$ cat src/rtl/alu_pkg.sv
// Shared ALU definitions.
// The state encoding for the serial subtractor's controller is defined here.
// The default operand width is also defined here and is shared with the ripple-carry adder.
// This package has no ports.
package alu_pkg;

  localparam int ALU_WIDTH = 8;

  typedef enum logic [1:0] {
    S_IDLE  = 2'd0,
    S_SHIFT = 2'd1,
    S_DONE  = 2'd2
  } state_e;

endpackage

$ cat src/rtl/serial_subtractor_if.sv
// Handshake and data bundle between the ALU control and the serial subtractor.
//   start     : request, only honoured while busy is low
//   A, B, B0  : minuend, subtrahend and borrow-in, captured with start
//   busy      : a subtraction is in progress
//   done      : one-cycle pulse, results valid from this cycle on
//   Diff      : A - B - B0 mod 2^WIDTH
//   Bout      : borrow out of the MSB
//   Zero      : Diff == 0
//   Overflow  : signed overflow of the subtraction
// master = ALU control side, slave = subtractor side.
interface serial_subtractor_if #(
  parameter int WIDTH = 8
);

  logic             start;
  logic [WIDTH-1:0] A;
  logic [WIDTH-1:0] B;
  logic             B0;
  logic             busy;
  logic             done;
  logic [WIDTH-1:0] Diff;
  logic             Bout;
  logic             Zero;
  logic             Overflow;

  modport master (
    output start, A, B, B0,
    input  busy, done, Diff, Bout, Zero, Overflow
  );

  modport slave (
    input  start, A, B, B0,
    output busy, done, Diff, Bout, Zero, Overflow
  );

endinterface

$ cat src/rtl/full_subtractor.sv
// One-bit full subtractor cell.
// It computes d = a - b - bin together with the borrow out.
//   a_i, b_i, bin_i : operand bits and borrow in
//   d_o             : difference bit
//   bout_o          : borrow out
module full_subtractor (
  input  logic a_i,
  input  logic b_i,
  input  logic bin_i,
  output logic d_o,
  output logic bout_o
);

  assign d_o    = a_i ^ b_i ^ bin_i;
  // A borrow is needed when b exceeds a, or when the bits are equal and a borrow arrives.
  assign bout_o = (~a_i & b_i) | (~(a_i ^ b_i) & bin_i);

endmodule

$ cat src/rtl/serial_subtractor.sv
// Bit-serial two's-complement subtractor.
// It computes Diff = A - B - B0 one bit per clock, LSB first, through a single full_subtractor cell.
//   clk    : rising-edge clock
//   rst_n  : asynchronous active-low reset
//   bus    : slave side of serial_subtractor_if (start/operands in, busy/done/results out)
// A result takes WIDTH SHIFT cycles.
// done pulses on the edge that completes the MSB.
// The result registers hold until the next result completes.
module serial_subtractor
  import alu_pkg::*;
#(
  parameter int WIDTH = ALU_WIDTH
) (
  input  logic                clk,
  input  logic                rst_n,
  serial_subtractor_if.slave  bus
);

  localparam int CNT_W = $clog2(WIDTH);
  localparam logic [CNT_W-1:0] LAST_BIT = CNT_W'(WIDTH - 1);

  state_e           state_q, state_d;
  logic [WIDTH-1:0] aSh_q, aSh_d;
  logic [WIDTH-1:0] bSh_q, bSh_d;
  logic [WIDTH-1:0] res_q, res_d;
  logic             borrow_q, borrow_d;
  logic [CNT_W-1:0] cnt_q, cnt_d;
  logic [WIDTH-1:0] diff_q, diff_d;
  logic             bout_q, bout_d;
  logic             zero_q, zero_d;
  logic             ovf_q, ovf_d;

  logic             bitDiff;
  logic             bitBorrow;
  logic [WIDTH-1:0] resShifted;

  full_subtractor u_cell (
    .a_i    (aSh_q[0]),
    .b_i    (bSh_q[0]),
    .bin_i  (borrow_q),
    .d_o    (bitDiff),
    .bout_o (bitBorrow)
  );

  // New bits enter at the MSB, so after WIDTH shifts the first (LSB) bit reaches position 0.
  assign resShifted = {bitDiff, res_q[WIDTH-1:1]};

  always_ff @(posedge clk or negedge rst_n) begin
    if (!rst_n) begin
      state_q  <= S_IDLE;
      aSh_q    <= '0;
      bSh_q    <= '0;
      res_q    <= '0;
      borrow_q <= 1'b0;
      cnt_q    <= '0;
      diff_q   <= '0;
      bout_q   <= 1'b0;
      zero_q   <= 1'b0;
      ovf_q    <= 1'b0;
    end else begin
      state_q  <= state_d;
      aSh_q    <= aSh_d;
      bSh_q    <= bSh_d;
      res_q    <= res_d;
      borrow_q <= borrow_d;
      cnt_q    <= cnt_d;
      diff_q   <= diff_d;
      bout_q   <= bout_d;
      zero_q   <= zero_d;
      ovf_q    <= ovf_d;
    end
  end

  always_comb begin
    state_d  = state_q;
    aSh_d    = aSh_q;
    bSh_d    = bSh_q;
    res_d    = res_q;
    borrow_d = borrow_q;
    cnt_d    = cnt_q;
    diff_d   = diff_q;
    bout_d   = bout_q;
    zero_d   = zero_q;
    ovf_d    = ovf_q;

    case (state_q)
      S_IDLE, S_DONE: begin
        // A request made in the DONE cycle is accepted so that operations can run back to back.
        if (bus.start) begin
          aSh_d    = bus.A;
          bSh_d    = bus.B;
          borrow_d = bus.B0;
          cnt_d    = '0;
          state_d  = S_SHIFT;
        end else if (state_q == S_DONE) begin
          state_d = S_IDLE;
        end
      end

      S_SHIFT: begin
        aSh_d    = aSh_q >> 1;
        bSh_d    = bSh_q >> 1;
        res_d    = resShifted;
        borrow_d = bitBorrow;
        cnt_d    = cnt_q + 1'b1;
        if (cnt_q == LAST_BIT) begin
          // borrow_q is the borrow into the MSB here.
          // Signed overflow is that borrow XOR the borrow out of the MSB.
          diff_d  = resShifted;
          bout_d  = bitBorrow;
          zero_d  = (resShifted == '0);
          ovf_d   = borrow_q ^ bitBorrow;
          state_d = S_DONE;
        end
      end

      default: state_d = S_IDLE;
    endcase
  end

  assign bus.busy     = (state_q == S_SHIFT);
  assign bus.done     = (state_q == S_DONE);
  assign bus.Diff     = diff_q;
  assign bus.Bout     = bout_q;
  assign bus.Zero     = zero_q;
  assign bus.Overflow = ovf_q;

endmodule

$ cat src/flat_wrapper.sv
// flat-port wrapper written by rule: the top's interface ports become plain ports
module serial_subtractor_flat import alu_pkg::*;
#(
  parameter int WIDTH = ALU_WIDTH
)
  (clk, rst_n, bus_start, bus_A, bus_B, bus_B0, bus_busy, bus_done, bus_Diff, bus_Bout, bus_Zero, bus_Overflow);
  serial_subtractor_if #(.WIDTH(WIDTH)) bus_i ();
  input  logic clk;
  input  logic rst_n;
  input wire logic [$bits(bus_i.start)-1:0] bus_start;
  input wire logic [$bits(bus_i.A)-1:0] bus_A;
  input wire logic [$bits(bus_i.B)-1:0] bus_B;
  input wire logic [$bits(bus_i.B0)-1:0] bus_B0;
  output wire logic [$bits(bus_i.busy)-1:0] bus_busy;
  output wire logic [$bits(bus_i.done)-1:0] bus_done;
  output wire logic [$bits(bus_i.Diff)-1:0] bus_Diff;
  output wire logic [$bits(bus_i.Bout)-1:0] bus_Bout;
  output wire logic [$bits(bus_i.Zero)-1:0] bus_Zero;
  output wire logic [$bits(bus_i.Overflow)-1:0] bus_Overflow;
  assign bus_i.start = bus_start;
  assign bus_i.A = bus_A;
  assign bus_i.B = bus_B;
  assign bus_i.B0 = bus_B0;
  assign bus_busy = bus_i.busy;
  assign bus_done = bus_i.done;
  assign bus_Diff = bus_i.Diff;
  assign bus_Bout = bus_i.Bout;
  assign bus_Zero = bus_i.Zero;
  assign bus_Overflow = bus_i.Overflow;
  serial_subtractor #(.WIDTH(WIDTH)) u_core (.clk(clk), .rst_n(rst_n), .bus(bus_i));
endmodule
$ cat config.mk
export PLATFORM = sky130hd
export DESIGN_NAME = serial_subtractor_flat
export DESIGN_NICKNAME = d
export VERILOG_FILES = /design/src/rtl/alu_pkg.sv /design/src/rtl/serial_subtractor_if.sv /design/src/rtl/full_subtractor.sv /design/src/rtl/serial_subtractor.sv /design/src/flat_wrapper.sv
export SDC_FILE = /design/constraint.sdc
export NUM_CORES = 1
export LEC_CHECK = 0
export ABC_CLOCK_PERIOD_IN_PS = 3000
export BUFFER_PORTS_ARGS = -buffer_cell sky130_fd_sc_hd__buf_2
export CORE_AREA = 2 2 66 68
export DETAILED_ROUTE_END_ITERATION = 10
export DIE_AREA = 0 0 68 70
export GPL_TIMING_DRIVEN = 0
export PLACE_DENSITY = 0.6
export RECOVER_POWER = 100
export SYNTH_ARGS = -nofsm -noshare
export SYNTH_HDL_FRONTEND = slang
export SYNTH_SLANG_ARGS = --single-unit
$ cat constraint.sdc
create_clock -name clk -period 3 [get_ports clk]
set_input_delay 0.75 -clock clk [delete_from_list [all_inputs] [get_ports clk]]
set_output_delay 0.75 -clock clk [all_outputs]
set_load 0.1 [all_outputs]
==> run metrics <==
Arr. time, crit path=1.72 ns; WP data required=~2.3 ns; worst hold path type=flip-flop to flip-flop; Die W=68 um; PostCTS Resize Cnt=0; HP Start=u_core.bus.Bout$_DFFE_PN0P_; largest net degree at the start of global routing=41; worst flop-to-flop path startpoint=u_core.cnt_q[0]$_DFFE_PN0P_; Post-synth EDFFs=0; drt first pass iters=4; CP top delay family=buffers and inverters; RSZ-0062 raised after global routing=no; Cell Rows=24; routed vias=~1300; Slowest cell on crit path=clkbuf_1; DRC viols=0; Gate Count Post-Synth=approximately 170; CP max FO=5; GRT overflow=0; initial antenna violation count=0; Placer Congestion=~0.80; Initial Util=about two fifths; Tcrit/Tclk final=just over 80%; number of synthesized register bits=40; violated checks=capacitance limit, slew limit; Worst-path clk slew=0.08 ns; most common cell after layout, fill and taps aside=nand2_1; Fill cells=422; post-synthesis average cell area=10.20 sq um; Final Hold Viols=0; share of cells above drive strength 1=17.39%; n_diodes=0; CTS Root Cell=clkbuf_8; post-synthesis sequential area ratio=58.78%; most frequent cells in the layout=nand2_1, dfrtp_1, buf_2; Main synth FF type=dfrtp_1; synth unique cells=23; Syn Nets=190; first-pass GRT wire length=about 5900 um; hold bufs inserted after CTS=0; Setup crit start=u_core.state_q[0]$_DFFE_PN0P_; vias in the first global route=1257; CTS Buf Count=5; CP startpoint kind=flip-flop; Post-CTS Setup Inserts=0; clock buffer depth=2; H-tree depth=2; area of the mapped netlist=between 1500 and 2000 sq um; Starting DRT DRC Count=~120; critical path type=flip-flop to output port; Worst-Margin Slew=around 2.1 ns; sum of buffers and inverters on the critical path=1; Vias/cell=just under 5; Die Height=around 70 um; R2R Setup Slk=roughly 1.0 ns; status=finished with violations; core area=approximately 4100 sq um; antenna violation net count after detailed routing=0; GRT Overall Usage=16.24%; clk_lat worst skew=roughly 0.29 ns; Synthesis Warnings=0; final setup vio count=0; Max Fclk=roughly 400 MHz; largest stage delay on the critical path=slightly below 0.9 ns; input/output buffers=32; Rel. slew slack=-40.11%; minimum clock period=approximately 2.5 ns; Die ar.=between 4000 and 5000 sq um; share of flip-flops with an asynchronous set or reset=100.0%; crit-path cells=nor2b_1, clkbuf_1; Max Slew Vio Count=just over 40; Max-cap violations=1; Sink Count=40; TNS Setup=0 ns; Nets=about 230; IO Pins=33; Area growth syn-to-layout=16.83%; DP Wirelength=roughly 2500 um; CP Capture Type=output port; CTS tree=done; mean routed wirelength per cell=roughly 13 um; clk_skew=0.009601 ns; WL final=roughly 3400 um
[worst min-delay path, cell delays in order (launching register included)]
cell	delay, ns
dfrtp_1	0.34
nand2_1	0.04
o21ai_0	0.07
[registers in the layout (all words and copies together) (netlist names)]
name                 flops
u_core.res_q             7
u_core.cnt_q             3
u_core.state_q           2
u_core.bSh_q             8
u_core.bus.Zero          1
u_core.aSh_q             8
u_core.borrow_q          1
u_core.bus.Diff          8
u_core.bus.Overflow      1
u_core.bus.Bout          1
[per-layer routing]
| metal | part of all wire (%) | up-vias | routed length [um] | track usage [%] |
|---|---|---|---|---|
| li1 | - | 627 | - | - |
| met1 | 45 | 596 | 1520 | 21.06 |
| met2 | 50 | 26 | 1682 | 26.11 |
| met3 | 5.3 | 2 | 180 | 5.153 |
| met4 | 0.32 | 0 | 11 | 4.000 |
| met5 | 0 | - | 0 | 0 |
[through the flow]
step                std cells  area (sq um)  setup WS [ns]  util [%]  hold WS, ns
floorplan                 167          1703         0.5005         -       0.4544
global placement          251          1928         0.9316     46.53       0.4595
detailed placement        251          1928         0.9318     46.53       0.4704
CTS                       259          2036         0.6037     49.12       0.4879
global route              259          1989         0.2777     48.01       0.5186
finish                    259          1989         0.5325     48.01       0.4881
[path summary, 6_finish.rpt]
check                      depth (start not counted)                               to
max                                                2                         bus_done
min                                                2      u_core.bus.Bout$_DFFE_PN0P_
max reg2reg                                        5   u_core.bus.Diff[6]$_DFFE_PN0P_
min reg2reg                                        2      u_core.bus.Bout$_DFFE_PN0P_
max in group asynchronous                          1      u_core.bSh_q[1]$_DFFE_PN0P_
min in group asynchronous                          1  u_core.bus.Overflow$_DFFE_PN0P_
[cell type report]
| cell class | count | area, sq um | share of cell area (%) |
|---|---|---|---|
| flip-flops and latches | 40 | 1001 | 50.31 |
| multi-input cells | 113 | 610.6 | 30.69 |
| repair buffers | 32 | 143.9 | 7.233 |
| clock buffers | 6 | 72.57 | 3.648 |
| well taps | 52 | 65.06 | 3.270 |
| plain buffers | 10 | 46.29 | 2.327 |
| clock inverters | 2 | 35.03 | 1.761 |
| inverters | 4 | 15.01 | 0.7547 |
[synth_stat cells (2+ instances only)]
cell type  instances  area share (%)
inv_1              4            0.88
clkbuf_1           2            0.44
nor2_1            15             3.3
a22o_1             4             2.1
nand2b_1           2            0.73
a31oi_1           14             5.1
mux2_2             5             3.3
buf_4              2            0.88
nor2b_1            2            0.73
nor4_1             2            0.73
dfrtp_1           40              59
ha_1               2             1.5
o21ai_0            5             1.5
buf_2              5             1.5
nand2_1           53              12
mux2_4             3             2.6
[cells by family after synthesis]
family	count (synthesis)	share of synthesized area, %
compound gates	24	9.257
xor+xnor	1	0.5144
fa+ha+maj	3	2.645
buf+inv	14	4.334
flops	40	58.78
mux	8	5.951
simple gates	77	18.52
Power is not shown: default switching activity piles up to over one toggle a cycle in this logic, so the estimate is an artifact.
